`config.mk`:
```
export PLATFORM = sky130hd
export DESIGN_NAME = door_step_timer
export DESIGN_NICKNAME = d
export VERILOG_FILES = /design/src/rtl/garage_door_plant_model_door_step_timer.sv
export SDC_FILE = /design/constraint.sdc
export NUM_CORES = 1
export LEC_CHECK = 0
export ABC_AREA = 1
export BUFFER_PORTS_ARGS = -buffer_cell sky130_fd_sc_hd__buf_2
export CAP_MARGIN = 40
export CORE_AREA = 2 2 39 41
export CTS_CLUSTER_SIZE = 25
export DETAILED_ROUTE_END_ITERATION = 6
export DIE_AREA = 0 0 41 43
export PLACE_DENSITY = 0.3
export SLEW_MARGIN = 15
export SYNTH_ARGS = -nofsm -noshare
export SYNTH_HDL_FRONTEND = slang
export SYNTH_SLANG_ARGS = --single-unit
```
`constraint.sdc`:
```
create_clock -name CLK -period 0.8 [get_ports CLK]
set_input_delay 0.16 -clock CLK [delete_from_list [all_inputs] [get_ports CLK]]
set_output_delay 0.16 -clock CLK [all_outputs]
set_load 0.05 [all_outputs]
```
`src/rtl/garage_door_plant_model_door_step_timer.sv`:
```
// Step prescaler for the door plant: counts clock cycles while the motor is
// validly driven and pulses Tick on the last cycle of each STEP_DIV period.
//   CLK    : system clock, rising edge
//   RST    : asynchronous active-high reset
//   Enable : count while high
//   Clear  : force the prescaler to 0 (priority over Enable)
//   Tick   : high in the cycle whose closing edge performs a door step
module door_step_timer #(
    parameter int STEP_DIV = 4
) (
    input  logic CLK,
    input  logic RST,
    input  logic Enable,
    input  logic Clear,
    output logic Tick
);

    localparam int CW = (STEP_DIV > 1) ? $clog2(STEP_DIV) : 1;
    localparam logic [CW-1:0] CNT_LAST = CW'(STEP_DIV - 1);
    localparam logic [CW-1:0] CNT_ONE  = CW'(1);

    logic [CW-1:0] cnt_r;

    // Tick is a decode of the registered count, so it lines up with the edge
    // that wraps the prescaler back to 0.
    assign Tick = Enable && (cnt_r == CNT_LAST);

    // Prescaler: cleared when idle, wraps to 0 on each tick.
    always_ff @(posedge CLK or posedge RST) begin
        if (RST) begin
            cnt_r <= '0;
        end else if (Clear || !Enable) begin
            cnt_r <= '0;
        end else if (Tick) begin
            cnt_r <= '0;
        end else begin
            cnt_r <= cnt_r + CNT_ONE;
        end
    end

endmodule

```
Word-level counts from Yosys, hierarchy flattened

Cells that the tools add are included.
Widths: inputs -> output; s select.

Flip-flop bits (word level): 2
Input bits: 4
Output and inout bits: 1
Logic and storage cells: 8

$add $sub $neg: 1
Eq/ne operators: 1
Mux-type cells: 2
Reductions and logical operators: 3

Operator list:

| kind                | number |
|---|---|
| $mux 2              | 2 |
| $add 2x1->2 const B | 1 |
| $eq 2x2->1 const B  | 1 |
| $logic_and 1x1->1   | 1 |
| $logic_not 1->1     | 1 |
| $logic_or 1x1->1    | 1 |

Logic depth before layout (Yosys ltp)

Word-level depth: 4
Mapped depth: 4

Worst setup path after synthesis

No wires, ideal clock.

Path kind: reg2out
From: register cnt_r[0]
To: output port Tick
Arrival: 830 ps
Setup slack: -190 ps
Cell stages (with the launch flop): 4
Buffers on the path: 0
Path through: dfrtp_1 -> ha_1 -> nand2_1 -> inv_1

Cells in the longest elaborated chain, start to end: 2

Ends and longest elaborated chain:

| item                   | RTL line | RTL |
|---|---|---|
| start, declared        | 22       | `logic [CW-1:0] cnt_r;` |
| start signal, assigned | 37       | `cnt_r <= cnt_r + CNT_ONE;` |
| $eq 2x2->1             | 26       | `assign Tick = Enable && (cnt_r == CNT_LAST);` |
| $logic_and 1x1->1      | 26       |  |
| end, declared          | 15       | `output logic Tick` |

Every way passes these cells.

Worst setup path after layout

Same ends and word-level chain as after synthesis.

==> impl_metrics.xml <==
<?xml version="1.0" encoding="UTF-8"?>
<metrics>
  <group name="cts">
    <metric name="cts.path.max_buffers" unit="">2</metric>
    <metric name="cts_tree" unit="">done</metric>
    <metric name="htree_num_levels" unit="">1</metric>
    <metric name="ctsRootBufferMaster" unit="">sky130_fd_sc_hd__clkbuf_4</metric>
    <metric name="clk-insertion-delay-late" unit="ns">0.22</metric>
    <metric name="path_clk_slew" unit="ns">0.03</metric>
    <metric name="clock_buffers_created_by_tritoncts" unit="">3</metric>
    <metric name="tritoncts_num_sinks" unit="">2</metric>
  </group>
  <group name="global_routing">
    <metric name="number_of_global_route_vias_before_repair" unit="">105</metric>
    <metric name="grtUsageTotal" unit="%">3.92</metric>
    <metric name="grt_util_met3" unit="%">4.71</metric>
    <metric name="antenna_violations_before_repair" unit="">0</metric>
    <metric name="gr-usage-met1" unit="%">4.19</metric>
    <metric name="met2_grt_util" unit="%">3.44</metric>
    <metric name="largest_net_degree_at_the_start_of_global_routing" unit="">3</metric>
    <metric name="wire_length_of_the_first_global_routing_pass" unit="um">379</metric>
    <metric name="grt.overflow.total" unit="">0</metric>
    <metric name="grt.busiest_layer" unit="">met3</metric>
  </group>
  <group name="drt">
    <metric name="final_antenna_net_count" unit="">0</metric>
    <metric name="routed_wirelength" unit="um">242</metric>
    <metric name="post-route-drc-count" unit="">0</metric>
    <metric name="vias" unit="">99</metric>
    <metric name="drt_iter0_drc" unit="">0</metric>
    <metric name="wl_per_cell" unit="um">6.21</metric>
    <metric name="drt_first_pass_iters" unit="">1</metric>
    <metric name="average_via_count_per_standard_cell" unit="">2.54</metric>
  </group>
  <group name="timing">
    <metric name="finalMaxSlewViolations" unit="">0</metric>
    <metric name="fin_worst_hold_slack" unit="ns">0.191</metric>
    <metric name="setup-violations-final" unit="">3</metric>
    <metric name="timing.slew.headroom" unit="%">92.8</metric>
    <metric name="layout_min_cycle_time" unit="ns">1.16</metric>
    <metric name="tightestPinTransition" unit="ns">0.109</metric>
    <metric name="rsz0062_at_grt" unit="">true</metric>
    <metric name="finalCritPeriodShare" unit="%">145</metric>
    <metric name="postLayoutSetupSlackWorst" unit="ns">-0.364</metric>
    <metric name="final_hold_viol_count" unit="">0</metric>
    <metric name="fmaxAchievable" unit="GHz">0.859</metric>
    <metric name="timing.clock.skew" unit="ns">0.00288</metric>
  </group>
  <group name="power">
    <metric name="power_per_standard_cell_area" unit="nW/um^2">1810</metric>
    <metric name="post-layout-total-power" unit="mW">0.354</metric>
    <metric name="power.share.clock" unit="%">60.5</metric>
    <metric name="internal_power_summed_over_all_cells" unit="mW">0.287</metric>
    <metric name="pwr-share-comb" unit="%">8.7</metric>
    <metric name="switching_power" unit="mW">0.0663</metric>
    <metric name="ir_worst_vdd" unit="V">0.000861</metric>
    <metric name="fraction_of_power_spent_switching_nets" unit="%">18.8</metric>
    <metric name="p_leak" unit="nW">0.114</metric>
    <metric name="seq_power_share" unit="%">30.8</metric>
  </group>
  <group name="floorplanning">
    <metric name="core-area" unit="um^2">1380</metric>
    <metric name="rows" unit="">14</metric>
    <metric name="io_pins" unit="">5</metric>
    <metric name="floorplan.die.height" unit="um">43</metric>
    <metric name="initial_utilization" unit="%">7.50</metric>
    <metric name="die-width" unit="um">41</metric>
    <metric name="fp.dieArea" unit="um^2">1760</metric>
  </group>
  <group name="finish">
    <metric name="register_with_the_highest_flop_count" unit="">cnt_r</metric>
    <metric name="top_regs" unit="">cnt_r (2)</metric>
    <metric name="final_nets" unit="">30</metric>
    <metric name="num-fill-cells" unit="">158</metric>
    <metric name="final_core_util" unit="%">14.1</metric>
    <metric name="number_of_flip_flops_in_the_largest_register" unit="">2</metric>
    <metric name="areaGrowthSynthToFinish" unit="%">88.0</metric>
    <metric name="final_layout_size_suffix_gt1_share" unit="%">52.2</metric>
    <metric name="antennaDiodeCount" unit="">0</metric>
    <metric name="post-route-cell-area" unit="um^2">195</metric>
  </group>
  <group name="worst_setup_path">
    <metric name="worst_setup_path_end_kind" unit="">output port</metric>
    <metric name="worstPathRequired" unit="ns">0.64</metric>
    <metric name="reg2reg_depth" unit="">5</metric>
    <metric name="startpoint_type" unit="">flip-flop</metric>
    <metric name="worstSetupPathType" unit="">reg2out</metric>
    <metric name="worst_ep_arrival_time" unit="ns">1.00</metric>
    <metric name="crit_path_max_fanout" unit="">2</metric>
    <metric name="reg2reg_to" unit="">cnt_r[0]</metric>
    <metric name="reg2reg_slack" unit="ns">-0.12</metric>
    <metric name="rr_startpoint" unit="">cnt_r[0]</metric>
  </group>
  <group name="hold_path">
    <metric name="min_from" unit="">Clear</metric>
    <metric name="holdPathEnd" unit="">cnt_r[1]</metric>
    <metric name="instance_count_along_the_most_critical_hold_path" unit="">4</metric>
    <metric name="min-delay-path-class" unit="">in2reg</metric>
  </group>
  <group name="yosys">
    <metric name="synth_flop_cell" unit="">sky130_fd_sc_hd__dfrtp_1</metric>
    <metric name="synth.net_count" unit="">19</metric>
    <metric name="ys.warnings.count" unit="">0</metric>
    <metric name="yosysUniqueCellTypes" unit="">5</metric>
    <metric name="syn-instance-count" unit="">14</metric>
    <metric name="synth_async_sr_flop_share" unit="%">100</metric>
    <metric name="yosysTopAreaCellShare" unit="%">48.2</metric>
    <metric name="synth.top_cells.by_count" unit="">sky130_fd_sc_hd__inv_1 (6), sky130_fd_sc_hd__nand2_1 (3), sky130_fd_sc_hd__dfrtp_1 (2), sky130_fd_sc_hd__nor2_1 (2), sky130_fd_sc_hd__ha_1 (1)</metric>
    <metric name="synth_most_common_cell" unit="">sky130_fd_sc_hd__inv_1</metric>
    <metric name="synth_sequential_area_ratio" unit="%">48.2</metric>
    <metric name="synthesis.area" unit="um^2">104</metric>
    <metric name="post_synth.cell_area_avg" unit="um^2">7.42</metric>
    <metric name="synth_edf_count" unit="">0</metric>
    <metric name="yosys.area.top_type" unit="">sky130_fd_sc_hd__dfrtp_1</metric>
    <metric name="synth_area_leaders" unit="">sky130_fd_sc_hd__dfrtp_1 (48%), sky130_fd_sc_hd__inv_1 (22%), sky130_fd_sc_hd__ha_1 (12%), sky130_fd_sc_hd__nand2_1 (11%), sky130_fd_sc_hd__nor2_1 (7.2%)</metric>
    <metric name="ys_seq_elements" unit="">2</metric>
  </group>
  <group name="place">
    <metric name="dpl-instance-area" unit="um^2">144</metric>
    <metric name="final_replace_weighted_congestion" unit="">0.531</metric>
    <metric name="dp.final_hpwl" unit="um">163</metric>
    <metric name="io_port_bufs" unit="">4</metric>
  </group>
  <group name="job">
    <metric name="drv.max_cap_violation_count" unit="">0</metric>
  </group>
  <group name="outcome">
    <metric name="status" unit="">finished, violations left</metric>
    <metric name="failed_checks" unit="">negative setup slack</metric>
  </group>
</metrics>
==> metrics by stage <==
stage,setup TNS [ns],cells,setup slack [ns]
3_5_place_dp,-0.304,34,-0.225
5_1_grt,-0.705,39,-0.397
4_1_cts,-0.441,38,-0.379
2_1_floorplan,-0.214,14,-0.190
3_3_place_gp,-0.255,34,-0.222
6_report,-0.541,39,-0.364
==> power by group through the flow <==
stage / Clock, mW / Sequential, mW / Combinational [mW]
after CTS: 0.224 / 0.109 / 0.0296
after detailed placement: 0 / 0.110 / 0.0244
after global routing: 0.234 / 0.109 / 0.0366
after global placement: 0 / 0.109 / 0.0221
after floorplan: 0 / 0.109 / 0.0136
final: 0.214 / 0.109 / 0.0308
==> worst max-delay path: stages (launching register included) <==
cell and delay [ns]:
sky130_fd_sc_hd__dfrtp_1 0.37, sky130_fd_sc_hd__ha_2 0.19, sky130_fd_sc_hd__nand2_2 0.06, sky130_fd_sc_hd__inv_2 0.03, sky130_fd_sc_hd__buf_6 0.14
==> kinds of logic after synthesis <==
kind of cell	share of synthesized area [%]
adder cells (fa/ha/maj)	12.0
buffers and inverters	21.7
flip-flops	48.2
AND/OR/NAND/NOR	18.1
==> placed cells by master, fill, tap and decap left out <==
cell type and n:
sky130_fd_sc_hd__inv_1 4, sky130_fd_sc_hd__clkbuf_4 3, sky130_fd_sc_hd__nand2_2 1, sky130_fd_sc_hd__nand2_1 2
sky130_fd_sc_hd__buf_2 3, sky130_fd_sc_hd__buf_6 1, sky130_fd_sc_hd__nor2_1 2, sky130_fd_sc_hd__buf_4 1
sky130_fd_sc_hd__inv_2 2, sky130_fd_sc_hd__dlygate4sd3_1 1, sky130_fd_sc_hd__dfrtp_1 2, sky130_fd_sc_hd__ha_2 1
==> cell type report <==
cell class,count,area (um^2),share of cell area (%)
clock buffers,3,22.5,11.5
inverters,6,22.5,11.5
multi-input cells,6,36.3,18.6
flip-flops and latches,2,50.0,25.6
well taps,16,20.0,10.3
repair buffers,6,43.8,22.4
==> layer usage <==
layer,up-vias,share of wire (%)
met2,5,39
met4,0,0
met1,38,55
met3,0,5.4
met5,-,0
li1,56,-
==> worst max-delay path by stage <==
stage | start | to | slack [ns] | cells past startpoint
after global placement | cnt_r[0] | Tick | -0.22 | 4
final | cnt_r[0] | Tick | -0.36 | 4
after global routing | cnt_r[1] | Tick | -0.40 | 4
after floorplan | cnt_r[0] | Tick | -0.19 | 3
after detailed placement | cnt_r[0] | Tick | -0.23 | 4
after CTS | cnt_r[1] | Tick | -0.38 | 4
==> repair_timing <==
| item | CTS | global route |
|---|---|---|
| hold endpoints to repair | 2 | 0 |
| hold buffers | 1 | 0 |
| pin swaps | 1 | 1 |
| endpoints found under the setup margin | 3 | 3 |
| resized for setup | 3 | 3 |
| gates cloned | 0 | 0 |
| buffers inserted | 0 | 1 |
Power figures use the tool's default switching activity.
